$ cat src/rtl/escritor_quadro_ampliado_pkg.sv
// pacote_video: shared constants, FSM encoding and address-width helper for the frame writer
package pacote_video;
  localparam int LARGURA_PADRAO = 1280;
  localparam int ALTURA_PADRAO = 960;
  typedef enum logic {ESCREVENDO = 1'b0, FIM_QUADRO = 1'b1} estado_t;
  function automatic int calc_end_w(input int largura, input int altura, input int bancos);
    return $clog2(largura * altura * bancos);
  endfunction
endpackage

$ cat src/rtl/escritor_quadro_ampliado_contador.sv
// contador_posicao_quadro: x/y position and multiplier-free line base address
module contador_posicao_quadro
  import pacote_video::*;
#(
  parameter int LARGURA = LARGURA_PADRAO,
  parameter int ALTURA = ALTURA_PADRAO,
  parameter int END_W = 21
) (
  input  logic             clk,
  input  logic             rst,
  input  logic             incrementa_x,
  input  logic             fim_linha,
  input  logic             reinicia,
  output logic [10:0]      x,
  output logic [9:0]       y,
  output logic [END_W-1:0] base,
  output logic             ultima_linha
);
  logic [10:0] x_q, x_d;
  logic [9:0] y_q, y_d;
  logic [END_W-1:0] base_q, base_d;
  logic volta;
  assign ultima_linha = y_q == 10'(ALTURA - 1);
  assign volta = reinicia || (fim_linha && ultima_linha);
  always_comb begin
    x_d = (reinicia || fim_linha) ? '0 : incrementa_x ? x_q + 11'd1 : x_q;
    y_d = volta ? '0 : fim_linha ? y_q + 10'd1 : y_q;
    base_d = volta ? '0 : fim_linha ? base_q + END_W'(LARGURA) : base_q;
  end
  always_ff @(posedge clk) begin
    if (rst) begin
      x_q <= '0;
      y_q <= '0;
      base_q <= '0;
    end else begin
      x_q <= x_d;
      y_q <= y_d;
      base_q <= base_d;
    end
  end
  assign x = x_q;
  assign y = y_q;
  assign base = base_q;
endmodule

$ cat src/rtl/escritor_quadro_ampliado.sv
// escritor_quadro_ampliado: writes the replicated pixel stream into a frame buffer RAM
// ESCRITOR_DUPLO_BUFFER_EN adds a bank bit to the address and the o_banco_leitura output.
module escritor_quadro_ampliado
  import pacote_video::*;
#(
  parameter int LARGURA = LARGURA_PADRAO,
  parameter int ALTURA = ALTURA_PADRAO,
  parameter int END_W = 21
) (
  input  logic             clk,
  input  logic             rst,
  input  logic [7:0]       i_pixel,
  input  logic             i_pixel_valido,
  input  logic             i_linha_valida,
  input  logic             i_inicio_quadro,
  output logic [END_W-1:0] o_mem_endereco,
  output logic [7:0]       o_mem_dado,
  output logic             o_mem_escrita,
  output logic             o_quadro_pronto,
  output logic             o_erro_linha,
  output logic [10:0]      o_x,
  output logic [9:0]       o_y
`ifdef ESCRITOR_DUPLO_BUFFER_EN
  , output logic           o_banco_leitura
`endif
);
  estado_t estado_q, estado_d;
  logic [10:0] x, x_apos;
  logic [9:0] y;
  logic [END_W-1:0] base, deslocamento, endereco_q, endereco_d;
  logic [7:0] dado_q, dado_d;
  logic ultima, escreve, fim_linha, descarta;
  logic escrita_q, pronto_q, pronto_d, erro_q, erro_d;
  contador_posicao_quadro #(.LARGURA(LARGURA), .ALTURA(ALTURA), .END_W(END_W)) u_contador (
    .clk(clk),
    .rst(rst),
    .incrementa_x(escreve),
    .fim_linha(fim_linha),
    .reinicia(i_inicio_quadro),
    .x(x),
    .y(y),
    .base(base),
    .ultima_linha(ultima)
  );
`ifdef ESCRITOR_DUPLO_BUFFER_EN
  localparam logic [END_W-1:0] QUADRO = END_W'(LARGURA * ALTURA);
  logic banco_q, leitura_q;
  assign deslocamento = banco_q ? QUADRO : '0;
  always_ff @(posedge clk) begin
    if (rst) begin
      banco_q <= 1'b0;
      leitura_q <= 1'b0;
    end else if (pronto_d) begin
      banco_q <= ~banco_q;
      leitura_q <= banco_q;
    end
  end
  assign o_banco_leitura = leitura_q;
`else
  assign deslocamento = '0;
`endif
  // A pixel arriving with the line pulse is counted before the width check.
  always_comb begin
    escreve = !i_inicio_quadro && estado_q == ESCREVENDO && i_pixel_valido && x < 11'(LARGURA);
    x_apos = x + {10'd0, escreve};
    fim_linha = !i_inicio_quadro && estado_q == ESCREVENDO && i_linha_valida;
    descarta = !i_inicio_quadro && i_pixel_valido && !escreve;
    erro_d = erro_q || descarta || (fim_linha && x_apos != 11'(LARGURA));
    pronto_d = fim_linha && ultima;
    estado_d = pronto_d ? FIM_QUADRO : ESCREVENDO;
    endereco_d = escreve ? deslocamento + base + END_W'(x) : endereco_q;
    dado_d = escreve ? i_pixel : dado_q;
  end
  always_ff @(posedge clk) begin
    if (rst) begin
      estado_q <= ESCREVENDO;
      endereco_q <= '0;
      dado_q <= '0;
      escrita_q <= 1'b0;
      pronto_q <= 1'b0;
      erro_q <= 1'b0;
    end else begin
      estado_q <= estado_d;
      endereco_q <= endereco_d;
      dado_q <= dado_d;
      escrita_q <= escreve;
      pronto_q <= pronto_d;
      erro_q <= erro_d;
    end
  end
  assign o_mem_endereco = endereco_q;
  assign o_mem_dado = dado_q;
  assign o_mem_escrita = escrita_q;
  assign o_quadro_pronto = pronto_q;
  assign o_erro_linha = erro_q;
  assign o_x = x;
  assign o_y = y;
endmodule

$ cat config.mk
export PLATFORM = sky130hd
export DESIGN_NAME = escritor_quadro_ampliado
export DESIGN_NICKNAME = d
export VERILOG_FILES = /design/src/rtl/escritor_quadro_ampliado_pkg.sv /design/src/rtl/escritor_quadro_ampliado_contador.sv /design/src/rtl/escritor_quadro_ampliado.sv
export SDC_FILE = /design/constraint.sdc
export NUM_CORES = 1
export LEC_CHECK = 0
export CAP_MARGIN = 25
export CORE_MARGIN = 2
export CORE_UTILIZATION = 35
export CTS_BUF_LIST = sky130_fd_sc_hd__clkbuf_8
export DETAILED_ROUTE_END_ITERATION = 16
export PLACE_DENSITY = 0.59
export SLEW_MARGIN = 20
export SYNTH_ARGS = -nofsm -noshare
export SYNTH_HDL_FRONTEND = slang
export SYNTH_SLANG_ARGS = --single-unit
$ cat constraint.sdc
create_clock -name clk -period 2.6 [get_ports clk]
set_input_delay 0.52 -clock clk [delete_from_list [all_inputs] [get_ports clk]]
set_output_delay 0.52 -clock clk [all_outputs]
set_load 0.01 [all_outputs]
== Yosys cells after proc, flatten, opt, wreduce, memory -nomap -nowiden ==
Cells that the tools add are included.
Operators by class
  shifts and indexed selects: 0
  div/mod/pow operators: 0
  mux-type cells: 1
  eq/ne operators: 2
  multipliers: 0
  add/sub/neg operators: 5
  magnitude comparators: 1
  bitwise gates (word level): 1
  reduce and logical (&&, ||, !) cells: 16
Operator list (count)
  $add A21 B11 Y21: 1
  $add A21 B11 Y21 const B: 1
  $add A11 B1 Y11: 1
  $add A11 B1 Y11 const B: 1
  $lt A11 B11 Y1 const B: 1
  $ne A11 B11 Y1 const B: 1
  $add A10 B1 Y10 const B: 1
  $eq A10 B10 Y1 const B: 1
  $logic_and A1 B1 Y1: 8
  $logic_or A1 B1 Y1: 4
  $reduce_or A2 Y1: 2
  $logic_not A1 Y1: 2
  $mux W1: 1
  $not A1 Y1: 1
Storage, ports and cells
  output and inout bits: 53
  word-level logic and storage cells: 35
  bits in read-only memories: 0
  bits in writable memories: 0
  memories: 0
  input port bits: 13
  flip-flop bits (word level): 75
  bits in latches: 0

== Logic depth before layout (Yosys ltp) ==
Gate-level depths: netlist (run 1).
  depth after elaboration: 8
  depth in mapped cells: 13
  depth with buffers taken out: 10

== Hierarchy ==
Synthesis (run 1) repeated with hierarchy kept, for this count alone.
Unflattened totals
  cell total of the unflattened synthesis: 430
  area total of the unflattened synthesis: 3649.8 um2
By module, submodules not included
  escritor_quadro_ampliado: cells each 259, sequential area each 640.6 um2, times used 1, area an instance 2058.2 um2
  contador_posicao_quadro: cells each 171, sequential area each 680.7 um2, times used 1, area an instance 1591.5 um2

== Least setup slack after synthesis (run 1) ==
OpenSTA, ideal clock, no wires.
  path kind: input -> register
  start point: input port i_pixel_valido
  end point: register erro_q, in the netlist o_erro_linha
  required time: 2.470 ns
  path buffers: 3
  cell stages on the path: 12
  path slack: -0.247 ns
  data arrival time: 2.717 ns
  setup time: 0.130 ns
  cell sequence: nor2b_1 > or3b_1 > buf_2 > inv_2 > buf_2 > buf_2 > ha_1 > ha_1 > xor2_1 > or4_1 > nor3_1 > a311oi_1
Between the ends
  longest elaborated chain between the ends: 6
  elaborated cells between the ends (all ways): 10
  those cells by class: add/sub (1); eq/ne (1); reduce/logical (8)
Ends and longest elaborated chain
  start, declared: line escritor_quadro_ampliado.sv:13  | input logic i_pixel_valido,
  $logic_and A1 B1 Y1 * (2 in series): line escritor_quadro_ampliado.sv:64  | escreve = !i_inicio_quadro && estado_q == ESCREVENDO && i_pixel_valido && x < 11'(LARGURA);
  named net escreve: line escritor_quadro_ampliado.sv:32  | logic ultima, escreve, fim_linha, descarta;
  $add A11 B1 Y11 or $logic_not A1 Y1 (tied branches): line escritor_quadro_ampliado.sv:65, escritor_quadro_ampliado.sv:67
  $ne A11 B11 Y1 or $logic_and A1 B1 Y1 (tied branches): line escritor_quadro_ampliado.sv:68, escritor_quadro_ampliado.sv:67
  $logic_and A1 B1 Y1 or $logic_or A1 B1 Y1 (tied branches): line escritor_quadro_ampliado.sv:68  | erro_d = erro_q || descarta || (fim_linha && x_apos != 11'(LARGURA));
  $logic_or A1 B1 Y1 *: line escritor_quadro_ampliado.sv:68
  end signal, assigned: line escritor_quadro_ampliado.sv:88  | erro_q <= erro_d;
  end, declared: line escritor_quadro_ampliado.sv:33  | logic escrita_q, pronto_q, pronto_d, erro_q, erro_d;
The timed path passes the listed nets; every way through them passes the cells marked *.
A chain may end at the register's enable or synchronous reset.

== Final worst setup path (run 1) ==
  start point: input port i_pixel_valido
  end point: register erro_q, in the netlist o_erro_linha
Between the ends
  longest elaborated chain between the ends: 6
  elaborated cells between the ends (all ways): 10
  those cells by class: add/sub (1); eq/ne (1); reduce/logical (8)
Ends and longest elaborated chain (line)
  $logic_and A1 B1 Y1 (2 in series): escritor_quadro_ampliado.sv:64
  $add A11 B1 Y11 or $logic_not A1 Y1 (tied branches): escritor_quadro_ampliado.sv:65, escritor_quadro_ampliado.sv:67
  $ne A11 B11 Y1 or $logic_and A1 B1 Y1 (tied branches): escritor_quadro_ampliado.sv:68, escritor_quadro_ampliado.sv:67
  $logic_and A1 B1 Y1 or $logic_or A1 B1 Y1 (tied branches): escritor_quadro_ampliado.sv:68
  $logic_or A1 B1 Y1 *: escritor_quadro_ampliado.sv:68
Every way passes the cells marked *; elsewhere a longest branch is shown, timed or not.

==> metrics.sh, run 1 <==
GRT_FIRST_PASS_WIRELENGTH_UM=11630
CRITICAL-PATH-TOP-CELL-BY-COUNT='sky130_fd_sc_hd__ha_4'
POWER_DENSITY_nW_PER_UM2=534.0
GRTUSAGETOTAL=0.1629
START_UTIL=0.3615
IO_PINS=66
WORST-PATH-MAX-FANOUT=2
REPORT.POWER.TOTAL_mW=2.167
PIN_COUNT_OF_THE_BIGGEST_NET_ENTERING_GLOBAL_ROUTING=48
POWER.LEAKAGE_nW=1.397
NETLIST_INSTANCES=359
CTS_HOLD_BUF=0
DIODES=0
MAX_SLEW_VIOLATIONS=0
WORSTSETUPPATHTYPE='input port to flop'
DRT_ITER0_MARKERS=77
NUMCLOCKSINKS=66
CRITICAL_PATH_REQUIRED_NS=2.83
SKEW_PAIR_LATE_INSERTION_DELAY_NS=0.35
SYNTH.AVG_CELL_AREA_UM2=8.316
PLACE.GP.CONGESTION=0.8187
DRIVE_ABOVE_1_SHARE=0.1037
NETLIST_AREA_UM2=2985
CRITICAL-PATH-TOP-DELAY-FAMILY='simple AND/OR/NAND/NOR gates'
GLOBAL_ROUTE.OVERFLOW_TOTAL=0
NUMBER_OF_GLOBAL_ROUTE_VIAS_BEFORE_REPAIR=2582
GRT_SETUP_UNREPAIRED='false'
DATA_ARRIVAL_TIME_AT_THE_WORST_SLACK_ENDPOINT_NS=2.72
CHIPHEIGHT_UM=96.36
YOSYSWARNINGCOUNT=0
VIA_COUNT=2662
HOLD_PATH.CLASS='flop to flop'
YOSYSUNIQUECELLTYPES=41
MAX_FREQ_GHz=0.4018
SLEW_HEADROOM=0.6385
CAP_VIOLATIONS=0
TIMING_WORST_SLEW_PIN_VALUE_NS=0.5423
CLOCK_SKEW_NS=0.01123
TRITONCTS.NUM_BUFFERS=9
DETAIL_ROUTE.DRC_VIOLATIONS=0
ROUTED_WIRE_LENGTH_PER_INSTANCE_UM=12.98
FINALSETUPVIOLCOUNT=0
CRITPATHSLOWESTCELL='sky130_fd_sc_hd__or4_1'
HOLD-WORST-SLACK_NS=0.4558
MIN_PERIOD_OVER_PERIOD=0.9573
CLOCK_TREE.BUFFER_DEPTH=2
FINAL.MIN_CLOCK_PERIOD_NS=2.489
ANTENNA_VIOLATING_NETS_POST_ROUTE=0
CTS.CLK_SLEW.WORST_PATHS_NS=0.08
HOLD_VIOL_FINAL=0
MAPPEDNETLISTNETS=381
TIMING.CRITICAL_PATH.BUF_INV=2
DPL.HPWL_UM=4934
CRIT_PATH_END_KIND='flop'
DETAILED_ROUTING_ITERATIONS_PASS_1=5
FINALWIRELENGTH_UM=6997
CRIT_PATH_START_KIND='input port'
DIE-WIDTH_UM=96.36
FILLCELLCOUNT=842
ANTENNA_FOUND_INITIAL=0
CTS_HTREE_LEVELS=3
PLACEMENT_ROWS=33
SYNTH.YOSYS.SEQ_AREA_SHARE=0.4426
NUMBER_OF_NETS_IN_THE_LAYOUT=451
DESIGN.CORE.AREA_UM2=8258
CTS_TREE='yes'
POST_CTS_RESIZE_COUNT=0
SYNTH_SEQ_CELLS=66
CTSROOTBUFFERMASTER='sky130_fd_sc_hd__clkbuf_8'
POST_CTS.REPAIR.SETUP_BUFFERS=0
VIASPERCELL=4.939
BUFFER_PORTS.INSERTED=65
VDD_IR_DROP_MAX_mV=0.2965
CRIT_CHAIN='clkdlybuf4s50_1, nor2b_2, or3b_4, inv_4, ha_4, ha_4, or4_1, nor3_2, a311oi_1'
DIE_AREA_UM2=9284
STATUS='complete, no violations'
AREA_GROWTH_PCT=35.92
MAX_STAGE_DELAY_NS=0.53
[metrics by stage]
stage | area (µm²) | setup TNS [ns] | util | cells | worst slack (ns)
2_1_floorplan | 3032 | -0.05130 | - | 359 | -0.05130
3_3_place_gp | 3825 | -0.4885 | 0.4632 | 523 | -0.2576
3_5_place_dp | 3825 | -0.5673 | 0.4632 | 523 | -0.2882
4_1_cts | 4048 | 0 | 0.4902 | 539 | 0.08965
5_1_grt | 4058 | 0 | 0.4914 | 539 | 0.008603
6_report | 4058 | 0 | 0.4914 | 539 | 0.1109
[power by group]
part / switching [mW] / leakage, nW / internal (mW)
Combinational: 0.0764 / 0.751 / 0.0776
Clock: 0.423 / 0.111 / 0.548
Sequential: 0.0127 / 0.535 / 1.03
Total: 0.512 / 1.40 / 1.65
[final cells by class]
type / instances / area, µm² / area share
clock buffers: 9 / 123.9 / 0.03053
flip-flops and latches: 66 / 1321 / 0.3256
well taps: 105 / 131.4 / 0.03238
clock inverters: 7 / 98.84 / 0.02436
repair buffers: 82 / 778.2 / 0.1918
inverters: 5 / 21.27 / 0.005242
multi-input cells: 265 / 1583 / 0.3901
[layout by cell type (no fill, tap or decap), types with 2 or more instances in the layout]
| cell type | count |
|---|---|
| sky130_fd_sc_hd__buf_4 | 17 |
| sky130_fd_sc_hd__clkbuf_8 | 9 |
| sky130_fd_sc_hd__nand2_1 | 58 |
| sky130_fd_sc_hd__inv_1 | 4 |
| sky130_fd_sc_hd__nor2_1 | 50 |
| sky130_fd_sc_hd__a311oi_1 | 4 |
| sky130_fd_sc_hd__and3_1 | 5 |
| sky130_fd_sc_hd__xnor2_1 | 19 |
| sky130_fd_sc_hd__ha_1 | 6 |
| sky130_fd_sc_hd__inv_6 | 3 |
| sky130_fd_sc_hd__nand3_1 | 10 |
| sky130_fd_sc_hd__nand4_1 | 7 |
| sky130_fd_sc_hd__bufinv_16 | 2 |
| sky130_fd_sc_hd__xor2_1 | 22 |
| sky130_fd_sc_hd__clkdlybuf4s50_1 | 65 |
| sky130_fd_sc_hd__ha_4 | 2 |
| sky130_fd_sc_hd__o211ai_1 | 2 |
| sky130_fd_sc_hd__o21ai_0 | 8 |
| sky130_fd_sc_hd__a21oi_1 | 27 |
| sky130_fd_sc_hd__nor3_1 | 9 |
| sky130_fd_sc_hd__dfxtp_1 | 66 |
| sky130_fd_sc_hd__a211oi_1 | 7 |
| sky130_fd_sc_hd__or3_1 | 6 |
[flip-flops by register name, summed over array words and instances (netlist names)]
register / count
o_mem_endereco: 21
u_contador.base: 13
u_contador.x: 11
u_contador.y: 10
o_mem_dado: 8
estado_q: 1
o_erro_linha: 1
o_mem_escrita: 1
[final timing paths]
check | cells past startpoint | startpoint | end | slack [ns]
worst min register to register | 2 | o_mem_endereco[4]$_SDFFE_PP0N_ | o_mem_endereco[4]$_SDFFE_PP0N_ | 0.46
worst max register to register | 8 | u_contador.x[8]$_SDFFE_PP0N_ | o_erro_linha$_SDFF_PP0_ | 0.30
worst max-delay path | 9 | i_pixel_valido | o_erro_linha$_SDFF_PP0_ | 0.11
worst min-delay path | 2 | o_mem_endereco[4]$_SDFFE_PP0N_ | o_mem_endereco[4]$_SDFFE_PP0N_ | 0.46
[metal layers]
metal / GRT usage / part of all wire / up-vias
met1: 0.1896 / 0.45 / 1248
li1: - / - / 1353
met3: 0.05090 / 0.040 / 9
met2: 0.2888 / 0.50 / 52
met5: 0 / 0 / -
met4: 0.04225 / 0.013 / 0
[synth_stat cells (all sizes together)]
cell,count,area [µm²]
o211ai,2,15.01
nand4b,1,8.760
buf,9,45.04
xor2,22,192.7
a32oi,1,8.760
a21oi,27,135.1
and4,1,8.760
a22oi,1,7.510
ha,8,100.1
nand2b,1,6.260
nand2,58,217.7
or3,6,37.54
nor3b,1,12.51
clkbuf,14,52.55
nor4,1,6.260
or3b,2,17.52
nand4,7,43.79
nand3,10,50.05
a41oi,1,8.760
and2,1,6.260
a21o,1,7.510
or4,2,18.77
nor2,51,193.9
inv,5,18.76
o21a,1,7.510
o21ai,9,45.04
a211oi,7,52.55
a31o,1,8.760
xnor2,19,166.4
dfxtp,66,1321
a311oi,4,35.03
nor3,10,50.05
nor4b,1,15.01
nor2b,2,12.51
fa,1,20.02
and3,5,31.28
[kinds of logic (layout without fill, tap and decap cells)]
logic type      after synthesis  count (layout)  synth area share
xor+xnor                     41              41            0.1203
fa+ha+maj                     9               9           0.04024
simple gates                160             160            0.2469
buf+inv                      28             103           0.03897
flops                        66              66            0.4426
compound gates               55              55            0.1111
[worst min-delay path, stage by stage (launching register included)]
cell and delay (ns):
sky130_fd_sc_hd__dfxtp_1 0.31, sky130_fd_sc_hd__nand2_1 0.05, sky130_fd_sc_hd__a21oi_1 0.05
No activity file was read; power rests on OpenSTA's default activity.
==> inputs of run 2 (changes only) <==
Settings changed: CAP_MARGIN 25 to unset, PLACE_DENSITY 0.59 to 0.57.
Clock period 2.6 ns to 2.8 ns, I/O delays scaled along.
==> run 2 against run 1 <==
  * Critical path depth unchanged
  * Final area down 1.0%
  * Critical path type unchanged
  * Largest power group unchanged
  * Clock skew up 0.00069 ns
  * Wire length grew 0.53%
  * Highest routed layer unchanged
  * Global-route usage is 0.19 points higher
==> metrics.sh, run 2 (same netlist as run 1, synthesis figures left out) <==
WORSTSETUPENDPOINT='o_erro_linha$_SDFF_PP0_'
TIMING.RR.START='u_contador.x[9]$_SDFFE_PP0N_'
TIMING.RR.END='o_erro_linha$_SDFF_PP0_'
LAYOUT_COMMON_CELLS='66 x sky130_fd_sc_hd__dfxtp_1, 65 x sky130_fd_sc_hd__clkdlybuf4s50_1, 58 x sky130_fd_sc_hd__nand2_1'
GRT.BUSIEST_LAYER='met2'
SLEW_HEADROOM=0.6699
DRIVE_ABOVE_1_SHARE=0.09049
REPORT.POWER.TOTAL_mW=2.013
MIN_PERIOD_OVER_PERIOD=0.9210
ANTENNA_VIOLATING_NETS_POST_ROUTE=0
CTSROOTBUFFERMASTER='sky130_fd_sc_hd__clkbuf_8'
ROUTED_WIRE_LENGTH_PER_INSTANCE_UM=13.12
NUMBER_OF_NETS_IN_THE_LAYOUT=448
DESIGN.CORE.AREA_UM2=8258
FIN_SETUP_TNS_NS=0
DATA_ARRIVAL_TIME_AT_THE_WORST_SLACK_ENDPOINT_NS=2.80
MIN_PATH_CELLS=2
SKEW_PAIR_LATE_INSERTION_DELAY_NS=0.35
GRT_FIRST_PASS_WIRELENGTH_UM=11780
DIODES=0
FF_LATCH_AREA_UM2=1321
DIE_AREA_UM2=9284
CRIT_PATH_START_KIND='input port'
SETUP.WORST_PATH.START='i_pixel_valido'
FINAL.MIN_CLOCK_PERIOD_NS=2.579
NUMBER_OF_GLOBAL_ROUTE_VIAS_BEFORE_REPAIR=2500
LARGEST_REGISTER_FFS=21
POST_CTS_RESIZE_COUNT=0
DETAIL_ROUTE.DRC_VIOLATIONS=0
CRITPATHSLOWESTCELL='sky130_fd_sc_hd__or4_1'
VIASPERCELL=4.843
CTS.CLK_SLEW.WORST_PATHS_NS=0.08
ANTENNA_FOUND_INITIAL=0
PIN_COUNT_OF_THE_BIGGEST_NET_ENTERING_GLOBAL_ROUTING=48
HOLD_PATH.CLASS='flop to flop'
FILLCELLCOUNT=853
CRIT_CHAIN='clkdlybuf4s50_1, nor2b_1, or3b_1, inv_2, ha_4, ha_2, or4_1, nor3_1, a311oi_1'
WORST-PATH-MAX-FANOUT=2
CTS_TREE='yes'
GRT_SETUP_UNREPAIRED='false'
GRT_UTIL_MET2=0.2755
DIE-WIDTH_UM=96.36
VIA_COUNT=2596
CLOCK_TREE.BUFFER_DEPTH=2
BUFFER_PORTS.INSERTED=65
AREA_GROWTH_PCT=34.49
HOLD_VIOL_FINAL=0
TIMING_WORST_SLEW_PIN_VALUE_NS=0.4951
CRIT_PATH_END_KIND='flop'
MAX_STAGE_DELAY_NS=0.51
DETAILED_ROUTING_ITERATIONS_PASS_1=4
REG2REG_SETUP_SLACK_NS=0.41
GRTUSAGETOTAL=0.1648
CLOCK_SKEW_NS=0.01192
CTS_HOLD_BUF=0
GRTUSAGEMET3=0.05560
FINALWIRELENGTH_UM=7034
STATUS='complete, no violations'
NUMCLOCKSINKS=66
FINALSETUPVIOLCOUNT=0
DPL.HPWL_UM=4949
MOSTFREQUENTLAYOUTCELL='sky130_fd_sc_hd__dfxtp_1'
GLOBAL_ROUTE.OVERFLOW_TOTAL=0
PLACEMENT_ROWS=33
IO_PINS=66
POWER_DENSITY_nW_PER_UM2=501.4
START_UTIL=0.3615
PLACE.GP.CONGESTION=0.7850
POST_CTS.REPAIR.SETUP_BUFFERS=0
CTS_HTREE_LEVELS=3
GLOBALROUTEMET1UTIL=0.1996
MAX_SLEW_VIOLATIONS=0
WORSTSETUPPATHTYPE='input port to flop'
DRT_ITER0_MARKERS=92
MAX_FREQ_GHz=0.3878
CRITICAL_PATH_REQUIRED_NS=3.02
CAP_VIOLATIONS=0
POWER.LEAKAGE_nW=1.372
MULTI_INPUT_COMB_AREA_UM2=1563
TRITONCTS.NUM_BUFFERS=9
REG2REGPATHDEPTH=8
CHIPHEIGHT_UM=96.36
VDD_IR_DROP_MAX_mV=0.2732
[run 2: per-stage QoR]
stage	area, µm²	utilization	cells	hold slack (ns)	worst slack [ns]
finish	4015	0.4862	536	0.4587	0.2212
global route	4015	0.4862	536	0.4866	0.1458
CTS	4015	0.4862	536	0.4593	0.2172
detailed placement	3790	0.4589	520	0.4477	-0.1497
global placement	3790	0.4589	520	0.4407	-0.09660
floorplan	3009	-	359	0.4761	0.05536
[run 2: worst min path at each step]
stage	from	to	slack, ns
finish	o_mem_dado[7]$_SDFFE_PP0N_	o_mem_dado[7]$_SDFFE_PP0N_	0.46
global route	o_mem_dado[6]$_SDFFE_PP0N_	o_mem_dado[6]$_SDFFE_PP0N_	0.49
CTS	o_mem_dado[7]$_SDFFE_PP0N_	o_mem_dado[7]$_SDFFE_PP0N_	0.46
detailed placement	o_mem_dado[7]$_SDFFE_PP0N_	o_mem_dado[7]$_SDFFE_PP0N_	0.45
global placement	o_mem_endereco[10]$_SDFFE_PP0N_	o_mem_endereco[10]$_SDFFE_PP0N_	0.44
floorplan	o_mem_endereco[10]$_SDFFE_PP0N_	o_mem_endereco[10]$_SDFFE_PP0N_	0.48
[run 2: layout make-up]
| type | instances | area share |
|---|---|---|
| inverters | 5 | 0.004674 |
| flip-flops and latches | 66 | 0.3291 |
| clock buffers | 9 | 0.03085 |
| multi-input cells | 265 | 0.3892 |
| clock inverters | 7 | 0.02524 |
| repair buffers | 79 | 0.1882 |
| well taps | 105 | 0.03272 |
[run 2: metal layers]
metal	wire, µm	vias to the layer above
li1	-	1347
met1	3263	1193
met2	3324	51
met3	383	5
met4	64	0
met5	0	-
[run 2: power breakdown]
group | internal [mW] | switching [mW] | total [mW]
registers | 0.956 | 0.0121 | 0.968
logic | 0.0697 | 0.0697 | 0.139
clock network | 0.509 | 0.397 | 0.906
total | 1.53 | 0.479 | 2.01
[run 2: critical path: cells and delay by family]
kind,cells,cell delay [ns]
AO/OA/AOI/OAI,1,0.12
adder cells (fa/ha/maj),2,0.38
buffers and inverters,2,0.54
AND/OR/NAND/NOR,4,1.20
==> variant: new RTL, settings of run 1 <==
Remove the register `escrita_q`: a continuous assignment takes its place, so the output `o_mem_escrita` follows one clock earlier.
--- a/src/rtl/escritor_quadro_ampliado.sv
+++ b/src/rtl/escritor_quadro_ampliado.sv
@@ -78,3 +78,2 @@
       dado_q <= '0;
-      escrita_q <= 1'b0;
       pronto_q <= 1'b0;
@@ -85,3 +84,2 @@
       dado_q <= dado_d;
-      escrita_q <= escreve;
       pronto_q <= pronto_d;
@@ -90,2 +88,4 @@
   end
+
+  assign escrita_q = escreve;
   assign o_mem_endereco = endereco_q;
Function: changed (Yosys sat finds a counterexample within 4 cycles, from zero or initial values and one cycle with rst high).
==> variant against run 1 <==
  * Wire length fell by 0.34%
  * Combinational power fell by 3%
  * Critical endpoint is now o_mem_escrita
  * Synthesized area fell by 2.1%
  * Count of clock-buffer cells in the layout did not move
  * Sequential cell count fell by 1
  * Synthesized cell count fell by 1.7%
  * Critical path type is now input pin to output pin
  * Register-to-register slack barely moved
  * Design area fell by 2.5%
  * Total power fell by 1.1%
  * Via count fell by 2.4%
  * Largest power group unchanged
  * Cell count fell by 0.93%
  * Setup slack improved by 0.076 ns
==> variant: results (changes against run 1) <==
worst_setup_path:
  cp_data_arrival_time_ns: 1.89  # -0.83 ns
  worst_path_largest_cell_delay_ns: 0.52
  crit_family: "buffers and inverters"
  startpoint: "i_inicio_quadro"
  r2r-start: "u_contador.x[9]$_SDFFE_PP0N_"
  endpoint: "o_mem_escrita"
  ff2ff_path_depth: 6  # -2
  cp_max_fo: 3  # +1
  regToRegEndpoint: "o_mem_endereco[20]$_SDFFE_PP0N_"
  crit_slowest_cell: "clkdlybuf4s50_1"
layout:
  num-fill-cells: 836  # -0.71%
  largest_reg_flops: 21  # unchanged
  drive_gt1_share_pct: 6.99  # -3.4 points
  antennaDiodeCount: 0  # unchanged
  layout.nets: 446  # -1.1%
route:
  drt-total-wl_um: 6970  # -0.34%
  dr_wl_met2_um: 3260  # -5.9%
  drt-vias-per-instance: 4.87  # -1.5%
  wl_met3_um: 296  # +5.7%
  wirelength_met1_um: 3330  # +5.4%
  routed.top_layer: "met4"
  drt_iter0_drc: 80  # +3.9%
global_routing:
  grt_max_degree: 36  # -25%
  grt_antenna_before_repair: 0  # unchanged
  grt_pass1_wl_um: 11700  # +0.83%
  grt_pass1_vias: 2574  # -0.31%
  grtUsageTotal_pct: 16.4  # +0.14 points
  grt_util_met3_pct: 4.11  # -0.98 points
  globalRouteMet2Util_pct: 27.4  # -1.5 points
  grtUsageMet1_pct: 20.4  # +1.5 points
min_path:
  hp-class: "register to register"
  min_to: "o_mem_dado[4]$_SDFFE_PP0N_"
  min-delay-start: "o_mem_dado[4]$_SDFFE_PP0N_"
synth:
  synthTopCellsByCount: "dfxtp_1, nand2_1, nor2_1"
  netlist-cell-type-count: 35  # -15%
  yosys_warnings: 0  # unchanged
  synthTopCellsByArea: "dfxtp_1, nand2_1, xor2_1"
  synth_fp_nets: 375  # -1.6%
  ys_seq_area_share_pct: 44.5  # +0.24 points
sta:
  worst_pin_slew_ns: 0.467  # -0.0756 ns
  fin_skew_ns: 0.0111  # -0.000139 ns
  hold_ws_ns: 0.455  # -0.00107 ns
power_and_ir_drop:
  pwr.group.clock_uw: 968  # about the same
  peakVddDrop_uv: 262  # -11%
  swShare_pct: 23.5  # -0.081 points
  p_leak_nw: 1.35  # -3.6%
  seq_power_mw: 1.03
placement:
  place_congestion: 0.813  # -0.73%
  io_buffers: 65  # unchanged
  dp_hpwl_um: 4930  # -0.11%
  place_area_um2: 3730  # -2.4%
clock_tree:
  cts_buffer_depth: 2  # unchanged
  cts_resized: 0  # unchanged
outcome:
  status: "completed"
==> variant: changes by cell type after synthesis, moves of 3 or more <==
cell,delta
nor4_1,+3
nor3_1,-5
inv_1,+5
nor2_1,-5
buf_2,-7
==> variant: stage by stage <==
| stage | utilization [%] | power, mW | worst slack (ns) | cells |
|---|---|---|---|---|
| after floorplan | - | 1.12 | 0.0854 | 353 |
| after global placement | 45.7 | 1.20 | 0.0607 | 518 |
| after detailed placement | 45.7 | 1.20 | 0.0218 | 518 |
| after CTS | 48.4 | 2.18 | 0.176 | 534 |
| after global routing | 48.4 | 2.24 | 0.0860 | 534 |
| final | 48.4 | 2.14 | 0.187 | 534 |
==> variant: worst register-to-register path, delay by kind of cell, from the launching register on <==
| family | cells | cell delay, ns |
|---|---|---|
| buf+inv | 1 | 0.18 |
| simple gates | 2 | 0.61 |
| flops | 1 | 0.49 |
| compound gates | 2 | 0.45 |
| fa+ha+maj | 1 | 0.48 |
==> variant: layout make-up <==
type / count / area [um^2] / share of cell area [%]
Clock buffer: 9 / 124 / 3.13
Clock inverter: 7 / 100 / 2.53
Inverter: 9 / 33.8 / 0.854
Multi-Input combinational cell: 261 / 1520 / 38.4
Sequential cell: 65 / 1300 / 32.9
Tap cell: 105 / 131 / 3.32
Timing Repair Buffer: 78 / 748 / 18.9
==> variant: kinds of logic (layout without fill, tap and decap cells) <==
| kind of cell | Yosys count | count (layout) | share of synthesized area (%) |
|---|---|---|---|
| compound gates | 62 | 62 | 12.7 |
| xor+xnor | 38 | 38 | 11.4 |
| fa+ha+maj | 9 | 9 | 4.11 |
| buf+inv | 27 | 103 | 3.55 |
| flops | 65 | 65 | 44.5 |
| simple gates | 152 | 152 | 23.7 |
